--- config.mk ---
export PLATFORM = sky130hd
export DESIGN_NAME = breceive_fsm
export DESIGN_NICKNAME = d
export VERILOG_FILES = /design/src/rtl/breceive_pkg.sv /design/src/rtl/breceive_fsm_bsync.sv /design/src/rtl/breceive_fsm.sv
export SDC_FILE = /design/constraint.sdc
export NUM_CORES = 1
export LEC_CHECK = 0
export ABC_AREA = 0
export CAP_MARGIN = 5
export CORE_MARGIN = 2
export CORE_UTILIZATION = 30
export CTS_CLUSTER_SIZE = 25
export DETAILED_ROUTE_END_ITERATION = 10
export SLEW_MARGIN = 0
export SYNTH_ARGS = -nofsm -noshare
export SYNTH_HDL_FRONTEND = slang
export SYNTH_SLANG_ARGS = --single-unit
--- constraint.sdc ---
create_clock -name bclk -period 1.5 [get_ports bclk]
set_clock_uncertainty 0.05 [all_clocks]
set_input_delay 0.3 -clock bclk [delete_from_list [all_inputs] [get_ports bclk]]
set_output_delay 0.3 -clock bclk [all_outputs]
set_load 0.1 [all_outputs]
--- src/rtl/breceive_pkg.sv ---
// Shared constants and state encoding for the toggle-handshake receiver.
`timescale 1ns/100ps
package breceive_pkg;

  localparam int DEF_WIDTH       = 8;
  localparam int DEF_SYNC_STAGES = 2;
  localparam int CNT_W           = 16;

  typedef logic [0:0] state_t;

  localparam state_t ST_IDLE  = 1'b0;
  localparam state_t ST_VALID = 1'b1;

endpackage

--- src/rtl/breceive_fsm_bsync.sv ---
// Multi-flop synchronizer for a single-bit level crossing into the receive clock.
`timescale 1ns/100ps
module bsync #(
  parameter int STAGES = 2
) (
  input  logic clk,
  input  logic rst,
  input  logic d,
  output logic q
);

  logic [STAGES-1:0] s;

  always_ff @(posedge clk or posedge rst) begin
    if (rst) begin
      s <= '0;
    end else begin
      s <= {s[STAGES-2:0], d};
    end
  end

  assign q = s[STAGES-1];

endmodule

--- src/rtl/breceive_fsm.sv ---
// Receive side of a toggle request/acknowledge clock-domain crossing: captures one
// word per request toggle, holds it until consumed, and toggles the acknowledge.
`timescale 1ns/100ps
module breceive_fsm
  import breceive_pkg::*;
#(
  parameter int WIDTH       = DEF_WIDTH,
  parameter int SYNC_STAGES = DEF_SYNC_STAGES
) (
  input  logic             bclk,
  input  logic             brst,
  input  logic             areq_tgl,
  input  logic [WIDTH-1:0] adata,
  output logic [WIDTH-1:0] bdata,
  output logic             bvalid,
  input  logic             bload,
  output logic             back_tgl,
  output logic             berr,
  input  logic             bclr_err,
  output logic [CNT_W-1:0] bcnt
);

  state_t state;
  logic   req_sync;
  logic   req_hist;
  logic   req_edge;
  logic   overrun;

  bsync #(.STAGES(SYNC_STAGES)) u_sync (
    .clk (bclk),
    .rst (brst),
    .d   (areq_tgl),
    .q   (req_sync)
  );

  assign req_edge = req_sync ^ req_hist;
  assign bvalid   = (state == ST_VALID);
  // A request arriving while a word is still held (even in its consume cycle) is lost.
  assign overrun  = bvalid & req_edge;

  always_ff @(posedge bclk or posedge brst) begin
    if (brst) begin
      state    <= ST_IDLE;
      req_hist <= 1'b0;
      bdata    <= '0;
      back_tgl <= 1'b0;
      berr     <= 1'b0;
      bcnt     <= '0;
    end else begin
      req_hist <= req_sync;
      case (state)
        ST_IDLE: begin
          if (req_edge) begin
            bdata <= adata;
            state <= ST_VALID;
          end
        end
        default: begin
          if (bload) begin
            state    <= ST_IDLE;
            back_tgl <= ~back_tgl;
            bcnt     <= bcnt + 1'b1;
          end
        end
      endcase
      // Setting wins over a simultaneous clear.
      if (overrun) begin
        berr <= 1'b1;
      end else if (bclr_err) begin
        berr <= 1'b0;
      end
    end
  end

endmodule

* Yosys cells after proc, flatten, opt, wreduce, memory -nomap -nowiden *
Cells that the tools add are included.

cells by class
  reductions and logical operators = 3
  bitwise logic cells = 4
  $add $sub $neg = 1
  multiplexer cells = 5

operators by type and width
  cell                                                             count
  16-bit by 1-bit adder with 16-bit output, second input constant  1
  1-bit two-way mux                                                5
  2-bit AND reduction                                              2
  1-bit NOT                                                        2
  2-bit nonzero test                                               1
  1-bit AND                                                        1
  1-bit XOR                                                        1

word-level totals
  logic and storage cells = 20
  bits of input ports = 13
  bits in registers = 30
  output and inout port bits = 27

* Logic depth before layout (Yosys ltp) *
Gate-level depths: netlist (run 1).

  word-level depth = 3
  gate-level depth with buffers = 5
  gate-level depth less buffers = 5

* Modules after synthesis *
From an unflattened synthesis (run 1), not the netlist that was laid out.

unflattened totals
  cell total of the unflattened synthesis = 93
  area, all modules = 1226.2 um^2

modules (own cells, without submodules)
  module        area each (um^2)  cells an instance  sequential area each (um^2)  instances
  breceive_fsm  1172.4            90                 700.7                        1
  bsync         53.8              3                  50.0                         1

* Worst setup path after synthesis (run 1) *
No wires, ideal clock.

  kind = register -> register
  from = register bcnt[2]
  to = register bcnt[11]
  stages on the path, launching flop included = 5
  setup time = 158 ps
  period minus slack after synthesis = 2155 ps
  buffers on the path = 0
  required time = 1292 ps
  path slack = -655 ps
  arrival time = 1947 ps
  path through = dfrtp_1 -> nand3_1 -> nor3_2 -> nand4_1 -> xnor2_1

between the ends
  word-level cells in the longest chain between the ends = 1

ends and longest elaborated chain
  element                                   RTL line            text
  start: declaration                        breceive_fsm.sv:20  output logic [CNT_W-1:0] bcnt
  start signal: assignment                  breceive_fsm.sv:62  bcnt <= bcnt + 1'b1;
  16-bit by 1-bit adder with 16-bit output  breceive_fsm.sv:62

Every way passes these cells.
A chain may end at the register's enable or synchronous reset.

* Worst setup path after layout (run 1) *
  from = input port bload
  to = register bcnt[7]

between the ends
  word-level cells in the longest chain between the ends = 1

ends and longest elaborated chain
  element                               RTL line            text
  start: declaration                    breceive_fsm.sv:16  input logic bload,
  2-bit AND reduction (no source line)  n/a

Every way passes these cells.

==> results.sh, run 1 <==
export IMPL_vias_per_cell=4.34
export IMPL_seq_area_frac_synth=0.633
export IMPL_postPlaceCellArea_sq_um=2050
export IMPL_yosys_warnings=0
export IMPL_wl_per_cell_um=13.1
export IMPL_timing_final_crit_share=0.940
export IMPL_worst_pin_slew_ns=0.203
export IMPL_drc_errors=0
export IMPL_antenna_found_initial=0
export IMPL_cts_hold_buffers=0
export IMPL_ys_types=19
export IMPL_grt_pass1_wl_um=4050
export IMPL_crit_required_ns=1.64
export IMPL_reg2reg_slack_ns=0.11
export IMPL_nNetsFinal=154
export IMPL_port_buffer_count=39
export IMPL_status="completed"
export IMPL_vias=820
export IMPL_die_w_um=66.9
export IMPL_synth_top_area_frac=0.633
export IMPL_cts_buffer_depth=2
export IMPL_syn2layout_area_growth_pct=80.9
export IMPL_grt_overflow=0
export IMPL_powerDensity_nw_per_um2=2100
export IMPL_regToRegStartpoint="u_sync.s[1]$_DFF_PP0_"
export IMPL_min_period_ns=1.41
export IMPL_ctsResizeCount=0
export IMPL_post_cts_repair_setup_buffers=0
export IMPL_leakage_nw=0.936
export IMPL_die_y_um=66.9
export IMPL_cp_start_kind="input pin"
export IMPL_rsz0062_at_grt="no"
export IMPL_fmax_ghz=0.710
export IMPL_critical_path_startpoint="bload"
export IMPL_grt_pass1_vias=869
export IMPL_worstHoldStart="u_sync.s[0]$_DFF_PP0_"
export IMPL_maxCapViolCount=0
export IMPL_dp_hpwl_um=1840
export IMPL_grt_max_degree=31
export IMPL_tns_ns=0
export IMPL_groute_usage_overall=0.123
export IMPL_rows=22
export IMPL_yosys_area_top_type="dfrtp_1"
export IMPL_clk_latency_ns=0.28
export IMPL_antenna_cells=0
export IMPL_cts_buffers=5
export IMPL_netlist_instances=88
export IMPL_ys_seq_elements=30
export IMPL_worstSetupPathType="in -> reg"
export IMPL_initial_core_util=0.317
export IMPL_cp_max_fo=3
export IMPL_cts_root_buf="clkbuf_8"
export IMPL_ios=40
export IMPL_peakVddDrop_uv=1380
export IMPL_final_common_cell="buf_12"
export IMPL_antenna_left=0
export IMPL_slew_headroom=0.865
export IMPL_fin_util=0.573
export IMPL_core_area_sq_um=3740
export IMPL_cp_end_kind="flip-flop"
export IMPL_timing_hold_ws_ns=0.304
export IMPL_syn_area_sq_um=1190
export IMPL_die_area_sq_um=4470
export IMPL_fin_cells=189
export IMPL_routed_wirelength_um=2470
export IMPL_cts_num_sinks=30
export IMPL_syn_nets=102
export IMPL_cts_tree="done"
export IMPL_hold_violations=0
export IMPL_synth_area_leaders="dfrtp_1, mux2_2, xnor2_1"
export IMPL_design_area_sq_um=2150
export IMPL_slew_violations=0
export IMPL_final_cell_mix="buf_12, dfrtp_1, dfrtp_4"
export IMPL_setup_viol=0
export IMPL_min_path_type="reg -> reg"
export IMPL_cts_clk_slew_worst_paths_ns=0.07
export IMPL_dr_pass1_iters=2
export IMPL_cp_arrival_ns=1.55
export IMPL_drt_iter0_markers=22
export IMPL_gp_congestion=0.662
export IMPL_placed_cells=181
export IMPL_final_layout_size_suffix_gt1_frac=0.504
export IMPL_cts_max_level=2
export IMPL_syn_avg_cell_area_sq_um=13.5
state kept, by name, summed over array words and instances (netlist names):
name and cells:
berr 1, bdata 8, bvalid 1, u_sync.s 2, back_tgl 1, bcnt 16, req_hist 1
Yosys cell counts, drive strengths merged:
library cell	n
inv	3
and3	3
and4	1
nand3	5
dfrtp	30
nor2	4
mux2	9
nand2	7
nor3	2
buf	1
o21ai	1
o21a	1
nor2b	1
xnor2	10
ha	1
xor2	7
nand4	2
area by class of cell:
class                   instances  area (sq um)
multi-input cells              54           455
fillers                       329          1600
repair buffers                 46           726
flip-flops and latches         30           802
clock inverters                 1          5.00
inverters                       3          11.3
well taps                      48          60.1
clock buffers                   7          86.3
routing by layer:
metal	global-route usage	share of wire	vias up
met4	0.0459	0.0020	0
met2	0.200	0.48	32
met3	0.0439	0.080	2
met5	0	0	-
li1	-	-	396
met1	0.149	0.44	390
path summary, 6_finish.rpt:
kind / end / cells after the start
min in group asynchronous: bdata[2]$_DFFE_PP0P_ / 3
max: bcnt[7]$_DFFE_PP0P_ / 5
max in group asynchronous: bcnt[11]$_DFFE_PP0P_ / 3
min: u_sync.s[1]$_DFF_PP0_ / 0
min reg2reg: u_sync.s[1]$_DFF_PP0_ / 0
max reg2reg: bdata[6]$_DFFE_PP0P_ / 4
kinds of logic after synthesis:
kind of cell               after synthesis  share of synthesized area
and+or+nand+nor                         25                      0.121
AOI/OAI and AO/OA                        2                     0.0105
DFF                                     30                      0.633
adders and majority gates                1                     0.0105
xor gates and xnor gates                17                      0.126
muxes                                    9                     0.0854
buffers and inverters                    4                     0.0137
metrics by stage:
| stage | worst slack (ns) | total power [mW] |
|---|---|---|
| after CTS | 0.0826 | 4.56 |
| after floorplan | -0.0365 | 2.85 |
| after detailed placement | -0.211 | 3.87 |
| after global placement | -0.187 | 3.83 |
| after global routing | 0.00915 | 4.67 |
| final | 0.0906 | 4.50 |
critical path, cell delays in order:
cell and delay (ns):
clkdlybuf4s50_1 0.52, nand4_1 0.20, nor2_1 0.19, and3_1 0.18
xor2_1 0.17
power by group:
group	total (mW)	internal, mW	leakage, nW	switching [mW]
clock	0.668	0.370	0.0482	0.298
combinational	2.49	0.920	0.534	1.57
sequential	1.34	1.05	0.354	0.293
total	4.50	2.34	0.936	2.16
Note: power is estimated with default switching activity, not from simulation.
==> run 2: changes to the inputs <==
==> constraint.sdc (replaced) <==
create_clock -name bclk -period 1.18 [get_ports bclk]
set_clock_uncertainty 0.05 [all_clocks]
set_input_delay 0.236 -clock bclk [delete_from_list [all_inputs] [get_ports bclk]]
set_output_delay 0.236 -clock bclk [all_outputs]
set_load 0.1 [all_outputs]
==> results.sh, run 2 (synthesis gave the netlist of run 1 again) <==
export IMPL_status="complete, but fails checks"
export IMPL_violations="negative setup slack"
export IMPL_antenna_left=0
export IMPL_crit_required_ns=1.33
export IMPL_met1Wirelength_um=1250
export IMPL_ios=40
export IMPL_cts_root_buf="clkbuf_8"
export IMPL_p_comb_frac=0.612
export IMPL_fmax_ghz=0.729
export IMPL_hold_violations=0
export IMPL_setup_viol=35
export IMPL_cts_max_level=2
export IMPL_p_seq_frac=0.266
export IMPL_syn2layout_area_growth_pct=110
export IMPL_peakVddDrop_uv=1720
export IMPL_cpLargestDelayFamily="simple AND/OR/NAND/NOR gates"
export IMPL_min_path_type="in -> async"
export IMPL_final_common_cell="buf_12"
export IMPL_wl_met3_um=232
export IMPL_cp_start_kind="flip-flop"
export IMPL_rsz0062_at_grt="yes"
export IMPL_setup_slack_ns=-0.192
export IMPL_top_layer="met4"
export IMPL_dp_hpwl_um=2080
export IMPL_routed_wirelength_um=2960
export IMPL_top_regs="bcnt (16), bdata (8), u_sync.s (2)"
export IMPL_p_sw_mw=2.85
export IMPL_drt_iter0_markers=10
export IMPL_grt_pass1_wl_um=5100
export IMPL_dr_pass1_iters=4
export IMPL_cp_end_kind="flip-flop"
export IMPL_cts_buffer_depth=2
export IMPL_placed_cells=196
export IMPL_largest_register="bcnt"
export IMPL_die_area_sq_um=4470
export IMPL_core_area_sq_um=3740
export IMPL_drc_errors=0
export IMPL_grt_max_degree=25
export IMPL_vias_per_cell=4.42
export IMPL_grt_pass1_vias=1110
export IMPL_slowest_stage="dfrtp_4"
export IMPL_slew_headroom=0.845
export IMPL_largest_reg_flops=16
export IMPL_antenna_found_initial=0
export IMPL_worstSetupPathType="reg -> reg"
export IMPL_cts_clk_slew_worst_paths_ns=0.06
export IMPL_swShare=0.463
export IMPL_cts_num_sinks=30
export IMPL_grt_overflow=0
export IMPL_final_cell_mix="buf_12, buf_4, buf_6"
export IMPL_slowest_delay_ns=0.44
export IMPL_clk_latency_ns=0.27
export IMPL_cp_arrival_ns=1.52
export IMPL_cts_tree="done"
export IMPL_wl_met2_um=1460
export IMPL_worstPathCellList="ha_4 -> nand3_2 -> nor3_4 -> and3_1 -> xor2_1"
export IMPL_clkPwrFrac=0.123
export IMPL_final_layout_size_suffix_gt1_frac=0.678
export IMPL_cp_max_fo=4
export IMPL_min_period_ns=1.37
export IMPL_die_y_um=66.9
export IMPL_slew_violations=0
export IMPL_timing_final_crit_share=1.16
export IMPL_initial_core_util=0.317
export IMPL_leakage_nw=1.12
export IMPL_wl_per_cell_um=13.5
export IMPL_path_buf_inv=0
export IMPL_port_buffer_count=39
export IMPL_nNetsFinal=185
export IMPL_p_int_mw=3.31
export IMPL_cts_buffers=5
export IMPL_antenna_cells=0
export IMPL_vias=969
export IMPL_maxCapViolCount=0
export IMPL_groute_usage_overall=0.157
export IMPL_gp_congestion=0.746
export IMPL_powerDensity_nw_per_um2=2480
export IMPL_fin_util=0.664
export IMPL_rows=22
export IMPL_worst_pin_slew_ns=0.232
export IMPL_fin_cells=219
export IMPL_die_w_um=66.9
run 2: changes by cell type in the layout (fill, tap and decap cells not counted), moves of 2 or more:
| cell | delta |
|---|---|
| nor2_1 | -2 |
| dfrtp_1 | -12 |
| dfrtp_2 | +12 |
| buf_6 | +16 |
| mux2_4 | +8 |
| mux2_2 | -8 |
| buf_4 | +15 |
run 2: power by group through the flow:
stage	clock [mW]	sequential, mW	combinational, mW
final	0.755	1.64	3.77
after global routing	0.829	1.67	3.88
after CTS	0.771	1.64	3.71
after detailed placement	0	1.64	3.56
after global placement	0	1.62	3.51
after floorplan	0	3.31	0.419
run 2: through the flow:
step           hold slack (ns)  setup TNS (ns)  worst slack, ns  power [mW]  cell area, sq um
3_3_place_gp             0.286           -6.80           -0.460        5.13              2210
6_report                 0.274           -4.99           -0.192        6.16              2490
3_5_place_dp             0.290           -7.35           -0.521        5.20              2210
5_1_grt                  0.303           -7.08           -0.277        6.38              2490
4_1_cts                  0.276           -5.35           -0.207        6.12              2420
2_1_floorplan            0.217           -5.45           -0.356        3.73              1320
run 2: area by class of cell:
class,count,area [sq um]
fillers,304,1260
repair buffers,77,1020
flip-flops and latches,30,817
multi-input cells,54,505
clock buffers,7,76.3
well taps,48,60.1
inverters,3,11.3
run 2: layer usage:
layer  vias to the layer above  track usage
met1                       479        0.191
li1                        456            -
met5                         -            0
met2                        32        0.249
met4                         0       0.0383
met3                         2       0.0760
run 2: path summary, 6_finish.rpt:
kind                                        from                    end  slack (ns)  cells past startpoint
min in group bclk          u_sync.s[0]$_DFF_PP0_  u_sync.s[1]$_DFF_PP0_        0.30                      0
hold reg to reg            u_sync.s[0]$_DFF_PP0_  u_sync.s[1]$_DFF_PP0_        0.30                      0
setup reg to reg             bcnt[1]$_DFFE_PP0P_   bcnt[10]$_DFFE_PP0P_       -0.19                      5
setup / recovery             bcnt[1]$_DFFE_PP0P_   bcnt[10]$_DFFE_PP0P_       -0.19                      5
hold / removal                              brst   bdata[2]$_DFFE_PP0P_        0.27                      3
max in group asynchronous                   brst    bcnt[5]$_DFFE_PP0P_        0.63                      3
run 2: tightest hold or removal path, delay by kind of cell:
kind	cells	cell delay, ns
buffers and inverters	3	0.70
run 2: timing repair:
action	4_1_cts	5_1_grt
setup endpoints to repair	37	44
gates resized for setup	16	6
pin swaps	7	5
hold buffers	0	0
buffers inserted	11	5
==> run 3: changes to the inputs <==
--- a/config.mk
+++ b/config.mk
@@ -11,6 +11,7 @@
 export CORE_UTILIZATION = 30
 export CTS_CLUSTER_SIZE = 25
 export DETAILED_ROUTE_END_ITERATION = 10
+export SETUP_SLACK_MARGIN = 0.5
 export SLEW_MARGIN = 0
 export SYNTH_ARGS = -nofsm -noshare
 export SYNTH_HDL_FRONTEND = slang
==> results.sh, run 3 (synthesis gave the netlist of run 1 again) <==
export IMPL_antenna_cells=0
export IMPL_maxCapViolCount=0
export IMPL_vias_per_cell=4.42
export IMPL_wl_per_cell_um=14.6
export IMPL_endpoint="bcnt[11]$_DFFE_PP0P_"
export IMPL_dp_hpwl_um=2090
export IMPL_worstSetupPathType="reg -> reg"
export IMPL_vias=1021
export IMPL_r2r_cells=4
export IMPL_rsz0062_at_grt="yes"
export IMPL_final_layout_size_suffix_gt1_frac=0.727
export IMPL_grt_pass1_vias=1123
export IMPL_cts_num_sinks=30
export IMPL_rr_endpoint="bcnt[11]$_DFFE_PP0P_"
export IMPL_timing_hold_ws_ns=0.278
export IMPL_reg2reg_slack_ns=-0.23
export IMPL_slew_headroom=0.850
export IMPL_gp_congestion=0.746
export IMPL_min_path_type="in -> async"
export IMPL_power_mw=6.43
export IMPL_regToRegStartpoint="bvalid$_DFF_PP0_"
export IMPL_grt_overflow=0
export IMPL_worstPathCellList="nand4_1 -> nor3_4 -> nand4_1 -> xnor2_1"
export IMPL_status="complete, but fails checks"
export IMPL_slowest_stage="dfrtp_4"
export IMPL_worst_path_stages=4
export IMPL_hold_violations=0
export IMPL_cp_start_kind="flip-flop"
export IMPL_critical_path_startpoint="bvalid$_DFF_PP0_"
export IMPL_core_area_sq_um=3740
export IMPL_cpLargestDelayFamily="simple AND/OR/NAND/NOR gates"
export IMPL_cts_root_buf="clkbuf_8"
export IMPL_syn2layout_area_growth_pct=123
export IMPL_nNetsFinal=196
export IMPL_worst_pin_slew_ns=0.224
export IMPL_slew_violations=0
export IMPL_antenna_found_initial=0
export IMPL_largest_register="bcnt"
export IMPL_setup_slack_ns=-0.230
export IMPL_cts_tree="done"
export IMPL_cp_common_cell="nand4_1"
export IMPL_peakVddDrop_uv=2260
export IMPL_port_buffer_count=39
export IMPL_die_w_um=66.9
export IMPL_place_ws_ns=-0.522
export IMPL_drt_iter0_markers=27
export IMPL_min_period_ns=1.41
export IMPL_cts_hold_buffers=0
export IMPL_powerDensity_nw_per_um2=2420
export IMPL_largest_reg_flops=16
export IMPL_path_buf_inv=0
export IMPL_cts_buffers=5
export IMPL_cp_arrival_ns=1.53
export IMPL_cts_buffer_depth=2
export IMPL_ios=40
export IMPL_grt_max_degree=31
export IMPL_dr_pass1_iters=2
export IMPL_cp_end_kind="flip-flop"
export IMPL_rows=22
export IMPL_groute_usage_overall=0.172
export IMPL_routed_wirelength_um=3370
export IMPL_clk_latency_ns=0.28
export IMPL_violations="negative setup slack"
export IMPL_grt_pass1_wl_um=5500
export IMPL_die_y_um=66.9
export IMPL_timing_final_crit_share=1.20
export IMPL_slowest_delay_ns=0.45
export IMPL_initial_core_util=0.317
export IMPL_die_area_sq_um=4470
export IMPL_crit_required_ns=1.30
export IMPL_setup_viol=52
export IMPL_top_regs="bcnt (16), bdata (8), u_sync.s (2)"
export IMPL_drc_errors=0
export IMPL_final_cell_mix="buf_12, buf_4, dfrtp_4"
export IMPL_cts_max_level=2
export IMPL_cp_max_fo=4
export IMPL_cts_clk_slew_worst_paths_ns=0.06
export IMPL_leakage_nw=1.20
export IMPL_antenna_left=0
export IMPL_fmax_ghz=0.709
[run 3: cell types whose count changed in the layout (fill, tap and decap cells not counted), sizes merged]
cell,before,now
clkbuf,7,8
inv,3,2
clkinvlp,0,1
buf,65,76
[run 3: power breakdown]
group / internal [mW] / switching, mW
Sequential: 1.42 / 0.290
Clock: 0.418 / 0.373
Combinational: 1.66 / 2.26
[run 3: timing repair]
| action | 4_1_cts | 5_1_grt |
|---|---|---|
| pin swaps | 10 | 7 |
| cloned | 0 | 0 |
| setup buffers | 18 | 9 |
| setup endpoints to repair | 54 | 55 |
| gates resized for setup | 24 | 9 |
[run 3: worst register-to-register path, cell delays in order, from the launching register on]
cell and delay (ns):
dfrtp_4 0.45, nand4_1 0.22, nor3_4 0.24, nand4_1 0.18, xnor2_1 0.16
[run 3: final cells by class]
type	instances	area, sq um
Fill cell	265	1090
Sequential cell	30	852
Multi-Input combinational cell	54	528
Inverter	3	15.0
Timing Repair Buffer	88	1110
Clock buffer	8	80.1
Tap cell	48	60.1
[run 3: worst min-delay path by stage]
stage	from	end	slack, ns	cells after the start
after floorplan	brst	req_hist$_DFF_PP0_	0.10	1
after global placement	u_sync.s[0]$_DFF_PP0_	u_sync.s[1]$_DFF_PP0_	0.28	0
after detailed placement	u_sync.s[0]$_DFF_PP0_	u_sync.s[1]$_DFF_PP0_	0.29	0
after CTS	brst	bdata[4]$_DFFE_PP0P_	0.28	3
after global routing	brst	bdata[6]$_DFFE_PP0P_	0.31	3
final	brst	bdata[6]$_DFFE_PP0P_	0.28	3
[run 3: stage by stage]
stage | cell area (sq um) | std cells | utilization | setup TNS, ns
2_1_floorplan | 1360 | 88 | - | -5.38
3_3_place_gp | 2250 | 196 | 0.601 | -6.70
3_5_place_dp | 2250 | 196 | 0.601 | -7.14
4_1_cts | 2540 | 222 | 0.679 | -6.46
5_1_grt | 2650 | 231 | 0.708 | -8.88
6_report | 2650 | 231 | 0.708 | -6.52
[run 3: layer usage]
metal,GRT usage,wire (um),up-vias
met5,0,0,-
met4,0.0689,71,0
met3,0.0591,232,11
met2,0.271,1620,35
met1,0.216,1440,495
li1,-,-,480
